**src/rtl/sll_iter.sv**
```systemverilog
// sll_iter: iterative logical-left shifter.
// One barrel stage (shift by 1, 2, 4, ... 2**(SHAMT_W-1)) is applied per clock,
// each gated by the matching bit of the latched shift amount. A start/ready
// handshake lets the ALU wrapper issue shifts without a wide combinational barrel.
// Latency is fixed at SHAMT_W compute cycles plus one RDY cycle.
module sll_iter #(
  parameter int WIDTH   = 32,  // data width, expected to equal 2**SHAMT_W
  parameter int SHAMT_W = 5    // shift-amount width = number of stages
) (
  input  logic               clock,
  input  logic               reset,
  input  logic               ctrl_start,
  input  logic [WIDTH-1:0]   data_operandA,
  input  logic [SHAMT_W-1:0] ctrl_shiftamt,
  output logic [WIDTH-1:0]   data_result,
  output logic               data_resultRDY,
  output logic               busy
);

  typedef enum logic [1:0] {
    IDLE  = 2'd0,
    SHIFT = 2'd1,
    DONE  = 2'd2
  } state_t;

  // Counter only needs to index the stages 0..SHAMT_W-1.
  localparam int CNT_W = (SHAMT_W > 1) ? $clog2(SHAMT_W) : 1;
  localparam logic [CNT_W-1:0] LAST_STAGE = CNT_W'(SHAMT_W - 1);

  state_t               state_reg;
  state_t               state_next;
  logic [CNT_W-1:0]     cnt_reg;
  logic [WIDTH-1:0]     work_reg;
  logic [SHAMT_W-1:0]   sh_reg;
  logic [WIDTH-1:0]     result_reg;

  logic [WIDTH-1:0]     stage_out [SHAMT_W];
  logic [WIDTH-1:0]     stage_sel;
  logic                 capture;
  logic                 last_stage;

  // Candidate output of every stage; only the one selected by cnt_reg is used
  // in a given cycle, so the logic per cycle is a single shift-by-constant.
  generate
    for (genvar gi = 0; gi < SHAMT_W; gi++) begin : g_stage
      assign stage_out[gi] = sh_reg[gi] ? (work_reg << (2 ** gi)) : work_reg;
    end
  endgenerate

  // Pick the stage output for the current compute cycle.
  always_comb begin
    stage_sel = work_reg;
    for (int i = 0; i < SHAMT_W; i++) begin
      if (cnt_reg == CNT_W'(i)) begin
        stage_sel = stage_out[i];
      end
    end
  end

  assign last_stage = (cnt_reg == LAST_STAGE);

  // State register.
  always_ff @(posedge clock) begin
    if (reset) begin
      state_reg <= IDLE;
    end else begin
      state_reg <= state_next;
    end
  end

  // Next-state logic and handshake outputs; a new operation may be accepted
  // in IDLE or in the single DONE cycle (back-to-back issue).
  always_comb begin
    state_next     = state_reg;
    capture        = 1'b0;
    busy           = 1'b0;
    data_resultRDY = 1'b0;
    case (state_reg)
      IDLE: begin
        if (ctrl_start) begin
          capture    = 1'b1;
          state_next = SHIFT;
        end
      end
      SHIFT: begin
        busy = 1'b1;
        if (last_stage) begin
          state_next = DONE;
        end
      end
      DONE: begin
        data_resultRDY = 1'b1;
        if (ctrl_start) begin
          capture    = 1'b1;
          state_next = SHIFT;
        end else begin
          state_next = IDLE;
        end
      end
      default: begin
        state_next = IDLE;
      end
    endcase
  end

  // Datapath: capture operands, walk the stages, publish the final value once.
  always_ff @(posedge clock) begin
    if (reset) begin
      cnt_reg    <= '0;
      work_reg   <= '0;
      sh_reg     <= '0;
      result_reg <= '0;
    end else if (capture) begin
      work_reg <= data_operandA;
      sh_reg   <= ctrl_shiftamt;
      cnt_reg  <= '0;
    end else if (state_reg == SHIFT) begin
      work_reg <= stage_sel;
      cnt_reg  <= cnt_reg + 1'b1;
      if (last_stage) begin
        result_reg <= stage_sel;
      end
    end
  end

  assign data_result = result_reg;

endmodule

```
**config.mk**
```make
export PLATFORM = sky130hd
export DESIGN_NAME = sll_iter
export DESIGN_NICKNAME = d
export VERILOG_FILES = /design/src/rtl/sll_iter.sv
export SDC_FILE = /design/constraint.sdc
export NUM_CORES = 1
export LEC_CHECK = 0
export BUFFER_PORTS_ARGS = -buffer_cell sky130_fd_sc_hd__buf_2
export CAP_MARGIN = 20
export CORE_UTILIZATION = 36
export CTS_CLUSTER_SIZE = 8
export DETAILED_ROUTE_END_ITERATION = 10
export PLACE_DENSITY = 0.54
export REMOVE_ABC_BUFFERS = 1
export SLEW_MARGIN = 20
export SYNTH_ARGS = -nofsm -noshare
export SYNTH_HDL_FRONTEND = slang
export SYNTH_SLANG_ARGS = --single-unit
export TNS_END_PERCENT = 30
```
**constraint.sdc**
```tcl
create_clock -name clock -period 2.6 [get_ports clock]
set_clock_uncertainty 0.2 [all_clocks]
set_input_delay 0.26 -clock clock [delete_from_list [all_inputs] [get_ports clock]]
set_output_delay 0.26 -clock clock [all_outputs]
set_load 0.05 [all_outputs]
```
==> results_dict.tcl <==
set metrics [dict create \
    critPathMaxStageDelay_ns 0.49 \
    ant_nets 0 \
    ys_dominant_reg_cell "sky130_fd_sc_hd__dfxtp_1" \
    avgViaCountPerCell 6.19 \
    critical_path.slowest_cell "sky130_fd_sc_hd__ha_1" \
    post-route-util 0.424 \
    yosysUniqueCellTypes 56 \
    layout_setup_ws_ns 0.249 \
    finalWeightedCongestion 0.869 \
    synthesis.yosys.warnings 0 \
    transition_time_at_the_pin_with_the_least_slew_margin_ns 0.900 \
    drt-total-wl_mm 18.9 \
    cts_root_buf "sky130_fd_sc_hd__clkbuf_16" \
    worst-endpoint-required_ns 2.69 \
    core-area_sq_um 14600 \
    grt_pass1_vias 5462 \
    num-nets-final 787 \
    firstDrtPassIters 8 \
    period_minus_slack_ns 2.35 \
    post-route-cell-area_sq_um 6210 \
    numPortBuffers 73 \
    placement_rows 44 \
    io_pins 74 \
    clkSinkCount 74 \
    largest_net_degree_at_the_start_of_global_routing 46 \
    diodes 0 \
    wire_length_of_the_first_global_routing_pass_mm 30.3 \
    postSynthRegisterBits 74 \
    async_reset_ff_frac 0 \
    min_path_type "in -> reg" \
    finalHoldViolations 0 \
    endpoint_kind "flip-flop" \
    mappedNetlistArea_sq_um 5430 \
    initial_util 0.371 \
    grt_util_all_layers 0.247 \
    fmax_mhz 425 \
    slew_violations 0 \
    grt_antenna_before_repair 0 \
    initial_drc_count 548 \
    critical_path_peak_fanout 21 \
    cts_buffer_depth 2 \
    layout-drive-gt1-share 0.205 \
    worst-path-buf-inv 2 \
    cts_repair_resize_count 0 \
    filler_cell_count 1505 \
    clk_latency_ns 0.35 \
    timing.critical_path.from_type "flip-flop" \
    syn_inst 708 \
    dieArea_sq_um 15600 \
    worst-setup-path-type "reg -> reg" \
    outcome "finished, violations left" \
    pre_cts_slack_ns 0.271 \
    syn2layout_area_growth_pct 14.3 \
    wl_per_cell_um 20.3 \
    postSynthAreaPerCell_sq_um 7.68 \
    worst-endpoint-arrival_ns 2.44 \
    grt_overflow 0 \
    violations "design-rule violations" \
    cpLargestDelayFamily "compound AO/OA/AOI/OAI gates" \
    post-route-drc-count 8 \
    crit_path_cell_trace "inv_1, ha_1, nand4bb_1, buf_4, nor2_1, o311ai_1, a32o_1" \
    total_leakage_power_nw 2.36 \
    cts_max_level 3 \
    place_hpwl_mm 12.6 \
    max_cap_violations 0 \
    cts-buffers-inserted 9 \
    report.final.setup_viol 0 \
    power-per-cell-area_nw_per_um2 533 \
    synth_sequential_area_ratio 0.273 \
    post-route-period-util 0.904 \
    placedInstanceArea_sq_um 5880 \
    clk_transition_reported_paths_ns 0.06 \
    die_width_um 125 \
    unrepaired_setup_endpoints_after_global_routing "false" \
    relSlewSlack 0.399 \
    cts_tree "yes" \
    die_h_um 125 \
    total_vias_in_the_final_route 5760 \
    hold-worst-slack_ns 0.0708 \
    irDropWorstVdd_mv 0.289 \
    synth_edf_count 0 \
]
[Yosys cell counts, types with 15 or more instances]
library cell | number | area [sq um]
sky130_fd_sc_hd__mux2_2 | 24 | 270
sky130_fd_sc_hd__o22ai_1 | 15 | 93.8
sky130_fd_sc_hd__nor3_1 | 27 | 135
sky130_fd_sc_hd__mux2i_1 | 28 | 280
sky130_fd_sc_hd__nand3_1 | 33 | 165
sky130_fd_sc_hd__buf_2 | 29 | 145
sky130_fd_sc_hd__a21oi_1 | 77 | 385
sky130_fd_sc_hd__o21ai_0 | 23 | 115
sky130_fd_sc_hd__clkbuf_1 | 42 | 158
sky130_fd_sc_hd__a221oi_1 | 17 | 149
sky130_fd_sc_hd__o31ai_1 | 15 | 113
sky130_fd_sc_hd__dfxtp_1 | 74 | 1480
sky130_fd_sc_hd__nor2_1 | 29 | 109
sky130_fd_sc_hd__nand2_1 | 90 | 338
sky130_fd_sc_hd__a211oi_1 | 17 | 128
sky130_fd_sc_hd__a22o_1 | 19 | 166
[cells in the final DEF, fill, tap and decap left out, types with 3 or more instances in the layout]
cell,instances
sky130_fd_sc_hd__ha_1,5
sky130_fd_sc_hd__a211oi_1,17
sky130_fd_sc_hd__clkbuf_16,9
sky130_fd_sc_hd__dfxtp_1,74
sky130_fd_sc_hd__o41ai_2,4
sky130_fd_sc_hd__a21oi_1,77
sky130_fd_sc_hd__nand3_1,33
sky130_fd_sc_hd__a32o_1,4
sky130_fd_sc_hd__nor2_1,29
sky130_fd_sc_hd__nand2_1,90
sky130_fd_sc_hd__a22o_1,19
sky130_fd_sc_hd__and2_1,10
sky130_fd_sc_hd__o31ai_1,15
sky130_fd_sc_hd__a311oi_1,8
sky130_fd_sc_hd__nand2b_1,3
sky130_fd_sc_hd__mux2_1,6
sky130_fd_sc_hd__a221oi_1,17
sky130_fd_sc_hd__buf_4,28
sky130_fd_sc_hd__clkinv_2,3
sky130_fd_sc_hd__o21ai_0,23
sky130_fd_sc_hd__o311ai_1,5
sky130_fd_sc_hd__o211ai_1,3
sky130_fd_sc_hd__nand3b_1,12
sky130_fd_sc_hd__o22ai_1,15
sky130_fd_sc_hd__nor2b_1,3
sky130_fd_sc_hd__nor3_1,27
sky130_fd_sc_hd__buf_2,73
sky130_fd_sc_hd__and3b_1,9
sky130_fd_sc_hd__mux2i_1,28
sky130_fd_sc_hd__buf_12,3
sky130_fd_sc_hd__inv_1,14
sky130_fd_sc_hd__mux2_2,24
sky130_fd_sc_hd__o221ai_1,9
sky130_fd_sc_hd__dlygate4sd3_1,6
sky130_fd_sc_hd__clkbuf_1,3
sky130_fd_sc_hd__or3_1,8
[report_power, final]
group	total (W)	internal (W)	switching [W]	leakage, nW
logic	0.000760	0.000339	0.000420	1.62
registers	0.00136	0.00120	0.000164	0.603
clock network	0.00119	0.000669	0.000519	0.133
[cell families (layout without fill, tap and decap cells)]
family | count (synthesis) | count (layout) | share of synthesized area
AND/OR/NAND/NOR | 237 | 237 | 0.218
adder cells (fa/ha/maj) | 5 | 5 | 0.0115
buffers and inverters | 102 | 141 | 0.0882
flip-flops | 74 | 74 | 0.273
multiplexers | 58 | 58 | 0.114
AO/OA/AOI/OAI | 231 | 231 | 0.294
XOR/XNOR | 1 | 1 | 0.00161
[tightest hold or removal path, cell delays in order]
cell and delay, ns:
sky130_fd_sc_hd__buf_2 0.10, sky130_fd_sc_hd__a22o_1 0.13, sky130_fd_sc_hd__a32o_1 0.11
[worst paths after layout]
check,startpoint,slack [ns],endpoint,cells past startpoint
worst max-delay path,cnt_reg[1]$_SDFFE_PP0P_,0.25,work_reg[5]$_SDFFE_PP0P_,7
worst min-delay path,data_operandA[5],0.07,work_reg[5]$_SDFFE_PP0P_,3
worst max register to register,cnt_reg[1]$_SDFFE_PP0P_,0.25,work_reg[5]$_SDFFE_PP0P_,7
worst min register to register,data_result[8]$_SDFFE_PP0P_,0.25,data_result[8]$_SDFFE_PP0P_,2
[layer usage]
layer / vias to the layer above / routed length, um / track usage
li1: 2706 / - / -
met1: 2791 / 8950 / 0.342
met2: 238 / 8450 / 0.394
met3: 25 / 1200 / 0.0395
met4: 0 / 319 / 0.0768
met5: - / 0 / 0
[final cells by class]
class | instances | area, sq um | share of cell area
inverter | 15 | 56.3 | 0.00907
multi-input combinational | 532 | 3480 | 0.561
timing repair buffer | 110 | 696 | 0.112
clock buffer | 13 | 250 | 0.0403
clock inverter | 3 | 15.0 | 0.00242
sequential | 74 | 1480 | 0.239
tap | 184 | 230 | 0.0371
[per-stage QoR]
step                total power, W  TNS, ns  cells
global placement           0.00211        0    909
global route               0.00346        0    931
detailed placement         0.00212        0    909
finish                     0.00331        0    931
CTS                        0.00332        0    931
floorplan                  0.00183   -15.90    621
[timing repair]
item,4_1_cts,5_1_grt
endpoints found under the setup margin,0,0
hold buffers,6,0
setup buffers,0,0
endpoints found under the hold margin,6,0
Note: power is estimated with default switching activity, not from simulation.
